File: config.mk
export PLATFORM = sky130hd
export DESIGN_NAME = instr_encoder_flat
export DESIGN_NICKNAME = d
export VERILOG_FILES = /design/src/rtl/cpu_isa_pkg.sv /design/src/rtl/instr_encoder_if.sv /design/src/rtl/instr_field_pack.sv /design/src/rtl/instr_encoder.sv /design/src/flat_wrapper.sv
export SDC_FILE = /design/constraint.sdc
export NUM_CORES = 1
export LEC_CHECK = 0
export CAP_MARGIN = 20
export CELL_PAD_IN_SITES_DETAIL_PLACEMENT = 1
export CELL_PAD_IN_SITES_GLOBAL_PLACEMENT = 1
export CORE_MARGIN = 5
export CORE_UTILIZATION = 35
export CTS_CLUSTER_DIAMETER = 150
export DETAILED_ROUTE_END_ITERATION = 8
export PLACE_DENSITY = 0.82
export SETUP_SLACK_MARGIN = 0.15
export SLEW_MARGIN = 20
export SYNTH_ARGS = -nofsm -noshare
export SYNTH_HDL_FRONTEND = slang
export SYNTH_SLANG_ARGS = --single-unit
File: constraint.sdc
create_clock -name clk -period 4.97 [get_ports clk]
set_clock_uncertainty 0.1 [all_clocks]
set_input_delay 1.2425 -clock clk [delete_from_list [all_inputs] [get_ports clk]]
set_output_delay 1.2425 -clock clk [all_outputs]
set_load 0.05 [all_outputs]
File: src/rtl/cpu_isa_pkg.sv
// CPU ISA definitions shared by the instruction encoder, the decoder and
// their testbenches: opcode values, the STP word and opcode classification.
package cpu_isa_pkg;

    localparam logic [4:0] OP_NOP  = 5'b00000;
    localparam logic [4:0] OP_CALL = 5'b00001;
    localparam logic [4:0] OP_RET  = 5'b00010;
    localparam logic [4:0] OP_LDI  = 5'b00011;
    localparam logic [4:0] OP_JMPR = 5'b00100;
    localparam logic [4:0] OP_JMP  = 5'b00101;
    localparam logic [4:0] OP_ADD  = 5'b01000;
    localparam logic [4:0] OP_ADDI = 5'b01001;
    localparam logic [4:0] OP_SUB  = 5'b01010;
    localparam logic [4:0] OP_SUBI = 5'b01011;
    localparam logic [4:0] OP_AND  = 5'b01100;
    localparam logic [4:0] OP_ANDI = 5'b01101;
    localparam logic [4:0] OP_OR   = 5'b01110;
    localparam logic [4:0] OP_ORI  = 5'b01111;
    localparam logic [4:0] OP_ST   = 5'b10110;
    localparam logic [4:0] OP_STI  = 5'b10111;
    localparam logic [4:0] OP_STP  = 5'b11111;

    // STP with all operand fields zero; terminates a program.
    localparam logic [15:0] STP_WORD = {OP_STP, 11'h000};

    // Encoder FSM states. W0/W1 mean word 0 / the immediate is on the write port.
    typedef enum logic [2:0] {
        ST_IDLE,
        ST_W0,
        ST_W1,
        ST_TERM,
        ST_DONE,
        ST_FULL
    } enc_state_t;

    // Opcodes followed by a second word carrying immediate N.
    function automatic logic op_needs_imm(input logic [4:0] op);
        case (op)
            OP_CALL, OP_LDI, OP_JMP, OP_ADDI,
            OP_SUBI, OP_ANDI, OP_ORI, OP_STI: return 1'b1;
            default:                          return 1'b0;
        endcase
    endfunction

    // Opcodes with no defined meaning in the ISA.
    function automatic logic op_is_legal(input logic [4:0] op);
        case (op)
            5'b00110, 5'b00111, 5'b10100, 5'b10101,
            5'b11001, 5'b11011, 5'b11101, 5'b11110: return 1'b0;
            default:                                return 1'b1;
        endcase
    endfunction

endpackage

File: src/rtl/instr_encoder_if.sv
// Instruction-field handshake between a program source (loader / debug
// host) and the instruction encoder.
interface instr_encoder_if;

    logic        in_valid;
    logic        in_ready;
    logic [4:0]  in_op;
    logic [2:0]  in_rd;
    logic [2:0]  in_rs;
    logic [4:0]  in_flags;
    logic [15:0] in_imm;

    modport master (
        output in_valid, in_op, in_rd, in_rs, in_flags, in_imm,
        input  in_ready
    );

    modport slave (
        input  in_valid, in_op, in_rd, in_rs, in_flags, in_imm,
        output in_ready
    );

endinterface

File: src/rtl/instr_field_pack.sv
// Combinational packing of instruction fields into word 0, plus the
// immediate flag. With ENC_ILLEGAL_TRAP_EN defined, illegal opcodes are
// replaced by STP, lose their immediate and raise 'trap'.
module instr_field_pack
    import cpu_isa_pkg::*;
(
    input  logic [4:0]  op,
    input  logic [2:0]  rd,
    input  logic [2:0]  rs,
    input  logic [4:0]  flags,
    output logic [15:0] word0,
    output logic        needs_imm,
    output logic        trap
);

    // Pack fields and classify the opcode.
    always_comb begin
        word0     = {op, rd, rs, flags};
        needs_imm = op_needs_imm(op);
        trap      = 1'b0;
`ifdef ENC_ILLEGAL_TRAP_EN
        if (!op_is_legal(op)) begin
            word0     = STP_WORD;
            needs_imm = 1'b0;
            trap      = 1'b1;
        end
`endif
    end

endmodule

File: src/rtl/instr_encoder.sv
// Instruction encoder: turns accepted instruction fields into 16-bit words
// (plus an optional immediate word) on the instruction RAM write port, with
// a running address, a LIMIT guard and an optional terminating STP.
// Illegal-opcode trapping is enabled by defining ENC_ILLEGAL_TRAP_EN.
module instr_encoder
    import cpu_isa_pkg::*;
#(
    parameter logic [15:0] BASE_DEFAULT = 16'h0000,
    parameter logic [15:0] LIMIT        = 16'hFFFF
) (
    input  logic                  clk,
    input  logic                  rst_n,
    input  logic                  load_base,
    input  logic [15:0]           base_addr,
    instr_encoder_if.slave        in_if,
    input  logic                  finish,
    output logic                  wr_en,
    output logic [15:0]           wr_addr,
    output logic [15:0]           wr_data,
    output logic [15:0]           word_count,
    output logic                  busy,
    output logic                  full,
    output logic                  done,
    output logic                  err_illegal
);

    // One past LIMIT, widened so that LIMIT = 16'hFFFF does not overflow.
    localparam logic [17:0] LIMIT_P1 = {2'b00, LIMIT} + 18'd1;

    enc_state_t  state_q, state_d;
    logic [16:0] ptr_q, ptr_d;            // next unassigned address (17 bits: may pass 16'hFFFF)
    logic        imm_pend_q, imm_pend_d;
    logic [15:0] imm_q, imm_d;
    logic        wr_en_q, wr_en_d;
    logic [15:0] wr_addr_q, wr_addr_d;
    logic [15:0] wr_data_q, wr_data_d;
    logic [15:0] count_q, count_d;
    logic        busy_q, busy_d;
    logic        full_q, full_d;
    logic        done_q, done_d;
    logic        err_q, err_d;

    logic [15:0] pk_word0;
    logic        pk_needs_imm;
    logic        pk_trap;
    logic [1:0]  need;
    logic        room;
    logic        slot_ok;
    logic        ready;
    logic        accept;
    logic        ptr_over;
    logic        do_write;
    logic [15:0] write_data;

    instr_field_pack u_pack (
        .op        (in_if.in_op),
        .rd        (in_if.in_rd),
        .rs        (in_if.in_rs),
        .flags     (in_if.in_flags),
        .word0     (pk_word0),
        .needs_imm (pk_needs_imm),
        .trap      (pk_trap)
    );

    // Acceptance: a free write slot next cycle and enough addresses for the whole instruction.
    always_comb begin
        need     = pk_needs_imm ? 2'd2 : 2'd1;
        room     = ({1'b0, ptr_q} + {16'b0, need}) <= LIMIT_P1;
        ptr_over = ptr_q > {1'b0, LIMIT};
        slot_ok  = (state_q == ST_IDLE) || (state_q == ST_W1) ||
                   ((state_q == ST_W0) && !imm_pend_q);
        ready    = slot_ok && room && !load_base;
        accept   = in_if.in_valid && ready;
    end

    assign in_if.in_ready = ready;

    // Next-state, write-port and status computation.
    always_comb begin
        state_d    = state_q;
        ptr_d      = ptr_q;
        imm_pend_d = imm_pend_q;
        imm_d      = imm_q;
        wr_en_d    = 1'b0;
        wr_data_d  = wr_data_q;
        // Between writes the address port shows the next free address; it never wraps.
        wr_addr_d  = ptr_q[16] ? wr_addr_q : ptr_q[15:0];
        count_d    = count_q;
        done_d     = done_q;
        err_d      = err_q;
        do_write   = 1'b0;
        write_data = 16'h0000;

        case (state_q)
            ST_IDLE, ST_W0, ST_W1: begin
                if ((state_q == ST_W0) && imm_pend_q) begin
                    do_write   = 1'b1;
                    write_data = imm_q;
                    imm_pend_d = 1'b0;
                    state_d    = ST_W1;
                end else if (accept) begin
                    do_write   = 1'b1;
                    write_data = pk_word0;
                    imm_pend_d = pk_needs_imm;
                    imm_d      = in_if.in_imm;
                    err_d      = err_q | pk_trap;
                    state_d    = ST_W0;
                end else if (finish) begin
                    if (!ptr_over) begin
                        do_write   = 1'b1;
                        write_data = STP_WORD;
                        state_d    = ST_TERM;
                    end else begin
                        state_d = ST_FULL;
                    end
                end else begin
                    state_d = ST_IDLE;
                end
            end
            ST_TERM: begin
                state_d = ST_DONE;
                done_d  = 1'b1;
            end
            default: begin
                // DONE and FULL hold until load_base.
                state_d = state_q;
            end
        endcase

        // The write just completed used the last address below or at LIMIT.
        if (wr_en_q && ptr_over && (state_q != ST_TERM)) begin
            state_d = ST_FULL;
        end
        full_d = full_q | (state_d == ST_FULL) | (wr_en_q & ptr_over);

        if (do_write) begin
            wr_en_d   = 1'b1;
            wr_addr_d = ptr_q[15:0];
            wr_data_d = write_data;
            ptr_d     = ptr_q + 17'd1;
            count_d   = count_q + ((count_q != 16'hFFFF) ? 16'd1 : 16'd0);
        end

        // load_base overrides everything computed above.
        if (load_base) begin
            state_d    = ST_IDLE;
            ptr_d      = {1'b0, base_addr};
            wr_addr_d  = base_addr;
            wr_en_d    = 1'b0;
            imm_pend_d = 1'b0;
            count_d    = 16'h0000;
            full_d     = 1'b0;
            done_d     = 1'b0;
            err_d      = 1'b0;
        end

        busy_d = (state_d != ST_IDLE);
    end

    // State and registered outputs.
    always_ff @(posedge clk or negedge rst_n) begin
        if (!rst_n) begin
            state_q    <= ST_IDLE;
            ptr_q      <= {1'b0, BASE_DEFAULT};
            imm_pend_q <= 1'b0;
            imm_q      <= 16'h0000;
            wr_en_q    <= 1'b0;
            wr_addr_q  <= BASE_DEFAULT;
            wr_data_q  <= 16'h0000;
            count_q    <= 16'h0000;
            busy_q     <= 1'b0;
            full_q     <= 1'b0;
            done_q     <= 1'b0;
            err_q      <= 1'b0;
        end else begin
            state_q    <= state_d;
            ptr_q      <= ptr_d;
            imm_pend_q <= imm_pend_d;
            imm_q      <= imm_d;
            wr_en_q    <= wr_en_d;
            wr_addr_q  <= wr_addr_d;
            wr_data_q  <= wr_data_d;
            count_q    <= count_d;
            busy_q     <= busy_d;
            full_q     <= full_d;
            done_q     <= done_d;
            err_q      <= err_d;
        end
    end

    assign wr_en       = wr_en_q;
    assign wr_addr     = wr_addr_q;
    assign wr_data     = wr_data_q;
    assign word_count  = count_q;
    assign busy        = busy_q;
    assign full        = full_q;
    assign done        = done_q;
    assign err_illegal = err_q;

endmodule

File: src/flat_wrapper.sv
// flat-port wrapper written by rule: the top's interface ports become plain ports
module instr_encoder_flat import cpu_isa_pkg::*;
#(
    parameter logic [15:0] BASE_DEFAULT = 16'h0000,
    parameter logic [15:0] LIMIT        = 16'hFFFF
)
  (clk, rst_n, load_base, base_addr, finish, wr_en, wr_addr, wr_data, word_count, busy, full, done, err_illegal, in_if_in_valid, in_if_in_op, in_if_in_rd, in_if_in_rs, in_if_in_flags, in_if_in_imm, in_if_in_ready);
  instr_encoder_if in_if_i ();
  input  logic clk;
  input  logic rst_n;
  input  logic load_base;
  input  logic [15:0] base_addr;
  input  logic finish;
  output logic wr_en;
  output logic [15:0] wr_addr;
  output logic [15:0] wr_data;
  output logic [15:0] word_count;
  output logic busy;
  output logic full;
  output logic done;
  output logic err_illegal;
  input wire logic [$bits(in_if_i.in_valid)-1:0] in_if_in_valid;
  input wire logic [$bits(in_if_i.in_op)-1:0] in_if_in_op;
  input wire logic [$bits(in_if_i.in_rd)-1:0] in_if_in_rd;
  input wire logic [$bits(in_if_i.in_rs)-1:0] in_if_in_rs;
  input wire logic [$bits(in_if_i.in_flags)-1:0] in_if_in_flags;
  input wire logic [$bits(in_if_i.in_imm)-1:0] in_if_in_imm;
  output wire logic [$bits(in_if_i.in_ready)-1:0] in_if_in_ready;
  assign in_if_i.in_valid = in_if_in_valid;
  assign in_if_i.in_op = in_if_in_op;
  assign in_if_i.in_rd = in_if_in_rd;
  assign in_if_i.in_rs = in_if_in_rs;
  assign in_if_i.in_flags = in_if_in_flags;
  assign in_if_i.in_imm = in_if_in_imm;
  assign in_if_in_ready = in_if_i.in_ready;
  instr_encoder #(.BASE_DEFAULT(BASE_DEFAULT), .LIMIT(LIMIT)) u_core (.clk(clk), .rst_n(rst_n), .load_base(load_base), .base_addr(base_addr), .in_if(in_if_i), .finish(finish), .wr_en(wr_en), .wr_addr(wr_addr), .wr_data(wr_data), .word_count(word_count), .busy(busy), .full(full), .done(done), .err_illegal(err_illegal));
endmodule
Word-level counts from Yosys, hierarchy flattened
Memories as Yosys holds them, arrays and structs flattened.
Cells that the tools add are included.
W data, S select, Z words.
{"block": "totals", "reg_bits": 89, "mem_count": 1, "rom_bits": 32, "out_inout_bits": 54, "inputBits": 53}
{"name": "(no name shown)", "depth": 32, "width": 1, "rd": 1, "rd_clocked_by_memory_dff": 0, "wr": 0, "line": "cpu_isa_pkg.sv:38", "text": "case (op)"}
{"block": "op_classes", "order_cmp": 2, "n_addsub": 3, "bitwise_logic": 4, "n_eq_ne": 7, "muxes": 35, "n_reduce_logical": 20}
{"cell": "$mux W16", "n": 10}
{"cell": "$mux W17", "n": 2}
{"cell": "$add A17 B2 Y18", "n": 1}
{"cell": "$le A18 B17 Y1 const B", "n": 1}
{"cell": "$mux W3", "n": 6}
{"cell": "$add A17 B1 Y17 const B", "n": 1}
{"cell": "$gt A17 B16 Y1 const B", "n": 1}
{"cell": "$add A16 B16 Y16", "n": 1}
{"cell": "$ne A16 B16 Y1 const B", "n": 1}
{"cell": "$mux W1", "n": 15}
{"cell": "$logic_and A1 B1 Y1", "n": 7}
{"cell": "$eq A3 B2 Y1 const B", "n": 2}
{"cell": "$pmux W3 S2", "n": 1}
{"cell": "$reduce_bool A2 Y1", "n": 3}
{"cell": "$reduce_bool A3 Y1", "n": 2}
{"cell": "$eq A3 B1 Y1 const B", "n": 1}
{"cell": "$eq A3 B3 Y1 const B", "n": 1}
{"cell": "$logic_not A3 Y1", "n": 1}
{"cell": "$ne A3 B2 Y1 const B", "n": 1}
{"cell": "$ne A3 B3 Y1 const B", "n": 1}
{"cell": "$reduce_and A3 Y1", "n": 1}
{"cell": "$reduce_or A3 Y1", "n": 1}
{"cell": "$logic_not A1 Y1", "n": 2}
{"cell": "$logic_or A1 B1 Y1", "n": 2}
{"cell": "5 further kinds", "n": 6}

Logic depth before layout (Yosys ltp)
Gate-level depths: netlist (run 1).
An unclocked memory read counts as a cell.
{"block": "depth", "ltp_word": 15, "depth_mapped": 16}

Hierarchy
Synthesis (run 1) repeated with hierarchy kept, for this count alone.
{"block": "hier_totals", "cells_unflattened": 589, "area_unflattened_um2": 5200.0}
{"module": "instr_encoder", "cells_per_inst": 567, "n_inst": 1, "area_each_um2": 5028.6}
{"module": "instr_field_pack", "cells_per_inst": 22, "n_inst": 1, "area_each_um2": 171.4}

Worst setup path after synthesis (run 1)
OpenSTA, ideal clock, no wires.
{"block": "synth_path", "path_type": "input port to output port", "startpoint": "in in_if_in_op[4]", "endpoint": "out in_if_in_ready", "required_ps": 3628, "path_stages": 11, "t_arrival_ps": 4545, "path_buffers": 0, "slack_ps": -917, "cell_sequence": "or3_1 and3_1 inv_1 ha_1 fa_1 or3b_1 or4_1 o32ai_1 o211ai_1 o41a_4 nor2b_1"}
{"block": "synth_via", "elab_chain_cells": 6}
{"element": "from (decl)", "line": "flat_wrapper.sv:23", "text": "input wire logic [$bits(in_if_i.in_op)-1:0] in_if_in_op;"}
{"element": "$mem_v2 Z32 W1"}
{"element": "$mux W2", "line": "instr_encoder.sv:67", "text": "need = pk_needs_imm ? 2'd2 : 2'd1;"}
{"element": "$add A17 B2 Y18", "line": "instr_encoder.sv:68", "text": "room = ({1'b0, ptr_q} + {16'b0, need}) <= LIMIT_P1;"}
{"element": "$le A18 B17 Y1", "line": "instr_encoder.sv:68"}
{"element": "$logic_and A1 B1 Y1 (2 in series)", "line": "instr_encoder.sv:72", "text": "ready = slot_ok && room && !load_base;"}
{"element": "to (decl)", "line": "flat_wrapper.sv:28", "text": "output wire logic [$bits(in_if_i.in_ready)-1:0] in_if_in_ready;"}
No other way between the ends.

Worst setup path after layout (run 1)
Same ends and word-level chain as after synthesis.

==> results of run 1 <==
-- cell families after synthesis --
family	after synthesis	synth area share [%]
adders and majority gates	7	2.02
DFF	89	47.3
xor gates and xnor gates	7	1.30
muxes	41	9.20
other	1	0.0797
and+or+nand+nor	172	19.1
AOI/OAI and AO/OA	116	16.3
buffers and inverters	50	4.71
-- synth_stat cells (all sizes together), types with 4 or more instances --
cell / count / area (um^2)
ha: 6 / 75.1
o21ai: 16 / 83.8
nor3: 12 / 60.1
mux2i: 23 / 230
inv: 13 / 48.8
xnor2: 6 / 52.6
and3: 8 / 50.1
mux2: 18 / 203
nand2: 42 / 158
a22oi: 16 / 120
a31oi: 16 / 100
or4: 22 / 165
and4: 5 / 43.8
nor4: 4 / 25.0
a21oi: 31 / 155
dfrtp: 89 / 2230
buf: 17 / 97.6
o31ai: 19 / 143
or3: 5 / 31.3
nand3: 24 / 125
nand4: 5 / 31.3
clkbuf: 20 / 75.1
nor2: 34 / 135
-- sequential cells by signal, indices dropped and copies added (netlist names) --
signal / cells
u_core.full: 1
u_core.state_q: 3
u_core.ptr_q: 17
u_core.wr_data: 16
u_core.done: 1
u_core.imm_q: 16
u_core.imm_pend_q: 1
u_core.wr_en: 1
u_core.wr_addr: 16
u_core.busy: 1
u_core.word_count: 16
-- critical path: cells and delay by family --
family / cells / cell delay (ns)
adders and majority gates: 2 / 0.55
and+or+nand+nor: 5 / 1.54
buffers and inverters: 3 / 0.30
AOI/OAI and AO/OA: 3 / 0.64
-- layout make-up --
type / instances / area (um^2) / share of cell area [%]
repair buffers: 160 / 1830 / 25.0
well taps: 176 / 220 / 3.01
clock buffers: 10 / 229 / 3.13
inverters: 13 / 48.8 / 0.667
clock inverters: 6 / 67.6 / 0.924
multi-input cells: 345 / 2690 / 36.8
flip-flops and latches: 89 / 2230 / 30.5
-- per-layer routing --
metal	up-vias	global-route usage, %
met4	0	9.27
met1	2324	23.1
met3	41	5.93
met2	148	37.5
li1	2065	-
met5	-	0
-- cell usage in the layout, fill, tap and decap left out, types with 9 or more instances in the layout --
| cell type | n |
|---|---|
| a21oi_1 | 24 |
| buf_12 | 11 |
| nand2_1 | 37 |
| or4_4 | 11 |
| clkbuf_16 | 10 |
| clkdlybuf4s50_1 | 98 |
| mux2_4 | 12 |
| buf_6 | 17 |
| or4_1 | 11 |
| buf_4 | 21 |
| dfrtp_1 | 89 |
| nand3_1 | 22 |
| inv_1 | 12 |
| mux2i_1 | 22 |
| a22oi_1 | 10 |
| o21ai_1 | 9 |
| nor3_1 | 11 |
| a31oi_1 | 14 |
| o31ai_1 | 9 |
| nor2_1 | 31 |
-- report_power, final --
part	internal [W]	switching [W]	leakage [nW]
sequential	0.000798	0.0000901	1.09
combinational	0.000294	0.000355	1.75
clock	0.000392	0.000317	0.139
total	0.00148	0.000762	2.98
-- metrics by stage --
stage	worst slack, ns	hold WS [ns]	cell area, um^2
after floorplan	-0.445	0.377	4750
after global placement	-0.945	0.350	6050
after detailed placement	-1.08	0.364	6050
after CTS	-0.733	0.381	6950
after global routing	-0.737	0.400	7310
final	-0.660	0.386	7310
-- what timing repair did --
item / 4_1_cts / 5_1_grt
endpoints found under the setup margin: 89 / 89
pin swaps: 51 / 38
setup buffers: 16 / 7
cloned: 9 / 1
gates resized for setup: 96 / 55
endpoints found under the hold margin: 0 / 0
-- worst min path at each step --
stage | startpoint | end | slack, ns
after global routing | u_core.wr_data[8]$_DFFE_PN0P_ | u_core.wr_data[8]$_DFFE_PN0P_ | 0.40
after CTS | u_core.wr_data[9]$_DFFE_PN0P_ | u_core.wr_data[9]$_DFFE_PN0P_ | 0.38
after global placement | u_core.wr_data[6]$_DFFE_PN0P_ | u_core.wr_data[6]$_DFFE_PN0P_ | 0.35
final | u_core.wr_data[8]$_DFFE_PN0P_ | u_core.wr_data[8]$_DFFE_PN0P_ | 0.39
after detailed placement | u_core.wr_data[8]$_DFFE_PN0P_ | u_core.wr_data[8]$_DFFE_PN0P_ | 0.36
after floorplan | u_core.imm_q[0]$_DFFE_PN0P_ | u_core.wr_data[0]$_DFFE_PN0P_ | 0.38
==> impl_metrics.env, run 1 <==
export IMPL_nets=678
export IMPL_clock_sinks=89
export IMPL_outcome="complete, but fails checks"
export IMPL_leakage_nw=2.98
export IMPL_drive_above_1_share_pct=26.3
export IMPL_dr_pass1_iters=4
export IMPL_startpoint="in_if_in_op[4]"
export IMPL_rsz0062_at_grt="yes"
export IMPL_area_growth_pct=55.4
export IMPL_core_um2=13200
export IMPL_placedCellCount=750
export IMPL_grtUsageTotal_pct=21.0
export IMPL_max_freq_mhz=178
export IMPL_crit_type="in2out"
export IMPL_synth_nets=543
export IMPL_post_drt_wl_per_cell_um=22.3
export IMPL_gp_congestion=0.880
export IMPL_max_vdd_ir_drop_v=0.000166
export IMPL_routedLengthMet1_mm=6.87
export IMPL_yosysUniqueCellTypes=51
export IMPL_hold_viol=0
export IMPL_report_final_slew_viol_count=0
export IMPL_r2r_start="u_core.ptr_q[0]$_DFFE_PN0P_"
export IMPL_worstHoldPathType="reg2reg"
export IMPL_cp_required_ns=3.63
export IMPL_wl_met3_mm=1.03
export IMPL_cts_buffers_inserted=9
export IMPL_port_buffer_count=105
export IMPL_fp_dieArea_um2=15900
export IMPL_ioPinCount=107
export IMPL_num_vias=4578
export IMPL_dp_hpwl_mm=10.2
export IMPL_antenna_found_initial=0
export IMPL_cp_end_kind="primary output"
export IMPL_ys_flop_type="dfrtp_1"
export IMPL_top_layer="met4"
export IMPL_routed_wl_mm=17.8
export IMPL_critPathCapture="in_if_in_ready"
export IMPL_worst_slack_ns=-0.660
export IMPL_cp_start_kind="input port"
export IMPL_syn_avg_cell_area_um2=9.74
export IMPL_nFillCells=1369
export IMPL_synth_edf_count=0
export IMPL_cp_slowest_cell="or4_4"
export IMPL_synth_seq_area_share_pct=47.3
export IMPL_wl_met2_mm=9.40
export IMPL_finalCritPeriodShare_pct=113
export IMPL_initial_core_util_pct=35.7
export IMPL_r2r_cells=17
export IMPL_root_buffer="clkbuf_16"
export IMPL_crit_fanout=2
export IMPL_period_needed_ns=5.63
export IMPL_synth_seq_cells=89
export IMPL_setup_tns_ns=-39.64
export IMPL_drc=0
export IMPL_synthCells=483
export IMPL_placementRows=42
export IMPL_grt_max_degree=59
export IMPL_failed_checks="setup timing"
export IMPL_worst_pin_slew_ns=0.789
export IMPL_ant_nets=0
export IMPL_yosysWarnings=0
export IMPL_grt_first_pass_wirelength_mm=26.7
export IMPL_cts_hold_buffers=0
export IMPL_maxCapViolCount=0
export IMPL_rrSetupSlack_ns=0.38
export IMPL_die_height_um=126
export IMPL_fin_total_pwr_w=0.00225
export IMPL_fin_util_pct=55.4
export IMPL_cts_clk_slew_worst_paths_ns=0.06
export IMPL_htree_levels=3
export IMPL_hold_depth=2
export IMPL_slowest_delay_ns=0.44
export IMPL_stdcell_count=799
export IMPL_async_flop_share_pct=100
export IMPL_worst_ep_arrival_time_ns=4.29
export IMPL_first_global_vias=4951
export IMPL_syn_area_um2=4710
export IMPL_cts_tree="yes"
export IMPL_relSlewSlack_pct=47.4
export IMPL_cp_cell_sequence="buf_6 > or3_4 > and3_4 > inv_2 > ha_4 > fa_1 > or3b_1 > or4_4 > o32ai_4 > o211ai_1 > o41a_4 > nor2b_4 > buf_12"
export IMPL_viasPerCell=5.73
export IMPL_r2r_end="u_core.word_count[13]$_DFFE_PN0P_"
export IMPL_powerDensity_nw_per_um2=307
export IMPL_drt_iter0_markers=290
export IMPL_die_width_um=126
export IMPL_clockBufferDepth=2
export IMPL_clock_latency_ns=0.36
export IMPL_grt_remaining_overflow=0
export IMPL_n_antenna_cell=0
export IMPL_finalSetupViolations=89
No activity file was read; power rests on OpenSTA's default activity.
==> inputs of run 2 (changes only) <==
==> constraint.sdc (replaced) <==
create_clock -name clk -period 4.97 [get_ports clk]
set_clock_uncertainty 0.1 [all_clocks]
set_input_delay 0.497 -clock clk [delete_from_list [all_inputs] [get_ports clk]]
set_output_delay 0.497 -clock clk [all_outputs]
set_load 0.05 [all_outputs]
==> run 2 against run 1 <==
Effect of this change: the run now ends clean; non-clock buffer count shrank 41; fmax grew 24%; largest cell class unchanged; power shrank 9.6%.
==> impl_metrics.env, run 2 (synthesis results as in run 1) <==
export IMPL_drt_iter0_markers=167
export IMPL_leakage_nw=2.59
export IMPL_initial_core_util_pct=35.7
export IMPL_rsz0062_at_grt="no"
export IMPL_cp_start_kind="input port"
export IMPL_die_width_um=126
export IMPL_crit_type="in2out"
export IMPL_relSlewSlack_pct=38.2
export IMPL_cts_clk_slew_worst_paths_ns=0.06
export IMPL_root_buffer="clkbuf_16"
export IMPL_clock_sinks=89
export IMPL_viasPerCell=5.50
export IMPL_gp_congestion=0.902
export IMPL_max_vdd_ir_drop_v=0.000221
export IMPL_max_freq_mhz=220
export IMPL_final_seq_area_um2=2230
export IMPL_powerDensity_nw_per_um2=322
export IMPL_antenna_found_initial=0
export IMPL_dr_pass1_iters=4
export IMPL_dp_hpwl_mm=10.1
export IMPL_drive_above_1_share_pct=10.8
export IMPL_nFillCells=1440
export IMPL_nets=636
export IMPL_largest_register_ffs=17
export IMPL_ant_nets=0
export IMPL_placementRows=42
export IMPL_worstHoldPathType="reg2reg"
export IMPL_place_area_um2=5970
export IMPL_ioPinCount=107
export IMPL_area_growth_pct=34.0
export IMPL_final_common_cell="clkdlybuf4s50_1"
export IMPL_finalSetupViolations=0
export IMPL_port_buffer_count=105
export IMPL_cp_end_kind="primary output"
export IMPL_cts_buffers_inserted=9
export IMPL_grt_first_pass_wirelength_mm=22.9
export IMPL_top_register="u_core.ptr_q"
export IMPL_num_vias=4160
export IMPL_htree_levels=3
export IMPL_final_cell_mix="clkdlybuf4s50_1 (99), dfrtp_1 (89), nand2_1 (41)"
export IMPL_report_final_slew_viol_count=0
export IMPL_first_global_vias=4454
export IMPL_grt_max_degree=73
export IMPL_worst_pin_slew_ns=0.927
export IMPL_crit_fanout=4
export IMPL_routed_wl_mm=13.7
export IMPL_cts_tree="yes"
export IMPL_finish_instance_area_um2=6300
export IMPL_timing_hold_ws_ns=0.369
export IMPL_grt_remaining_overflow=0
export IMPL_clockBufferDepth=2
export IMPL_cp_required_ns=4.37
export IMPL_multiInputGateArea_um2=2290
export IMPL_grtUsageTotal_pct=17.7
export IMPL_worst_ep_arrival_time_ns=3.95
export IMPL_outcome="finished, final reports clean"
export IMPL_core_um2=13200
export IMPL_drc=0
export IMPL_clock_latency_ns=0.35
export IMPL_die_height_um=126
export IMPL_maxCapViolCount=0
export IMPL_fp_dieArea_um2=15900
export IMPL_finalCritPeriodShare_pct=91.4
export IMPL_post_drt_wl_per_cell_um=18.1
export IMPL_hold_viol=0
export IMPL_n_antenna_cell=0
export IMPL_period_needed_ns=4.54
run 2: cell count changes in the layout (fill, tap and decap cells not counted), moves of 8 or more:
cell / delta
o21ai_0: +11
buf_6: -16
mux2_2: +12
mux2_4: -12
o31ai_1: +10
or4_1: +11
or4_4: -11
o21ai_1: -8
buf_4: -12
run 2: metal layers:
metal / up-vias / track usage (%) / share of wire [%]
li1: 1973 / - / -
met1: 2091 / 20.2 / 40
met2: 83 / 30.9 / 51
met3: 13 / 6.90 / 7.2
met4: 0 / 4.98 / 1.4
met5: - / 0 / 0
run 2: cell type report:
type | instances | area share, %
Timing Repair Buffer | 119 | 19.5
Inverter | 13 | 0.774
Tap cell | 176 | 3.49
Multi-Input combinational cell | 344 | 36.3
Sequential cell | 89 | 35.3
Clock inverter | 6 | 0.794
Clock buffer | 10 | 3.79
run 2: repair_timing:
item | CTS | global route
endpoints found under the hold margin | 17 | 0
hold buffers | 1 | 0
pin swaps | 2 | 7
buffers inserted | 0 | 0
gates resized for setup | 5 | 6
endpoints found under the setup margin | 1 | 2
run 2: worst paths after layout:
kind,startpoint,endpoint,slack [ns],cells past startpoint
max in group asynchronous,rst_n,u_core.imm_q[13]$_DFFE_PN0P_,3.12,3
min in group asynchronous,rst_n,u_core.wr_addr[5]$_DFFE_PN0P_,0.45,2
min reg2reg,u_core.wr_data[8]$_DFFE_PN0P_,u_core.wr_data[8]$_DFFE_PN0P_,0.37,2
max,in_if_in_op[2],in_if_in_ready,0.43,15
max reg2reg,u_core.ptr_q[0]$_DFFE_PN0P_,u_core.word_count[7]$_DFFE_PN0P_,0.88,11
min,u_core.wr_data[8]$_DFFE_PN0P_,u_core.wr_data[8]$_DFFE_PN0P_,0.37,2
run 2: per-stage QoR:
step	instances	utilization, %	total power [W]	worst slack, ns	TNS [ns]
6_report	757	47.8	0.00203	0.426	0
5_1_grt	757	47.8	0.00214	0.307	0
3_5_place_dp	740	45.2	0.00138	-0.117	-2.58
2_1_floorplan	483	-	0.00117	0.574	0
3_3_place_gp	740	45.2	0.00136	0.120	0
4_1_cts	757	47.7	0.00206	0.166	0
run 2: power by group:
part	total, W	internal (W)	leakage (nW)	switching [W]
clock	0.000662	0.000358	0.136	0.000304
combinational	0.000493	0.000198	1.36	0.000295
sequential	0.000876	0.000798	1.09	0.0000775
run 2: worst max-delay path, stage by stage:
cell and delay [ns]:
dlymetal6s2s_1 0.12, nand2_2 0.08, or3_1 0.35, and3_4 0.19, inv_1 0.05, ha_2 0.18
fa_1 0.44, or3b_1 0.39, or4_1 0.49, o32ai_2 0.13, o211ai_1 0.15, o41a_4 0.45
buf_6 0.14, nor2b_4 0.13, buf_12 0.14
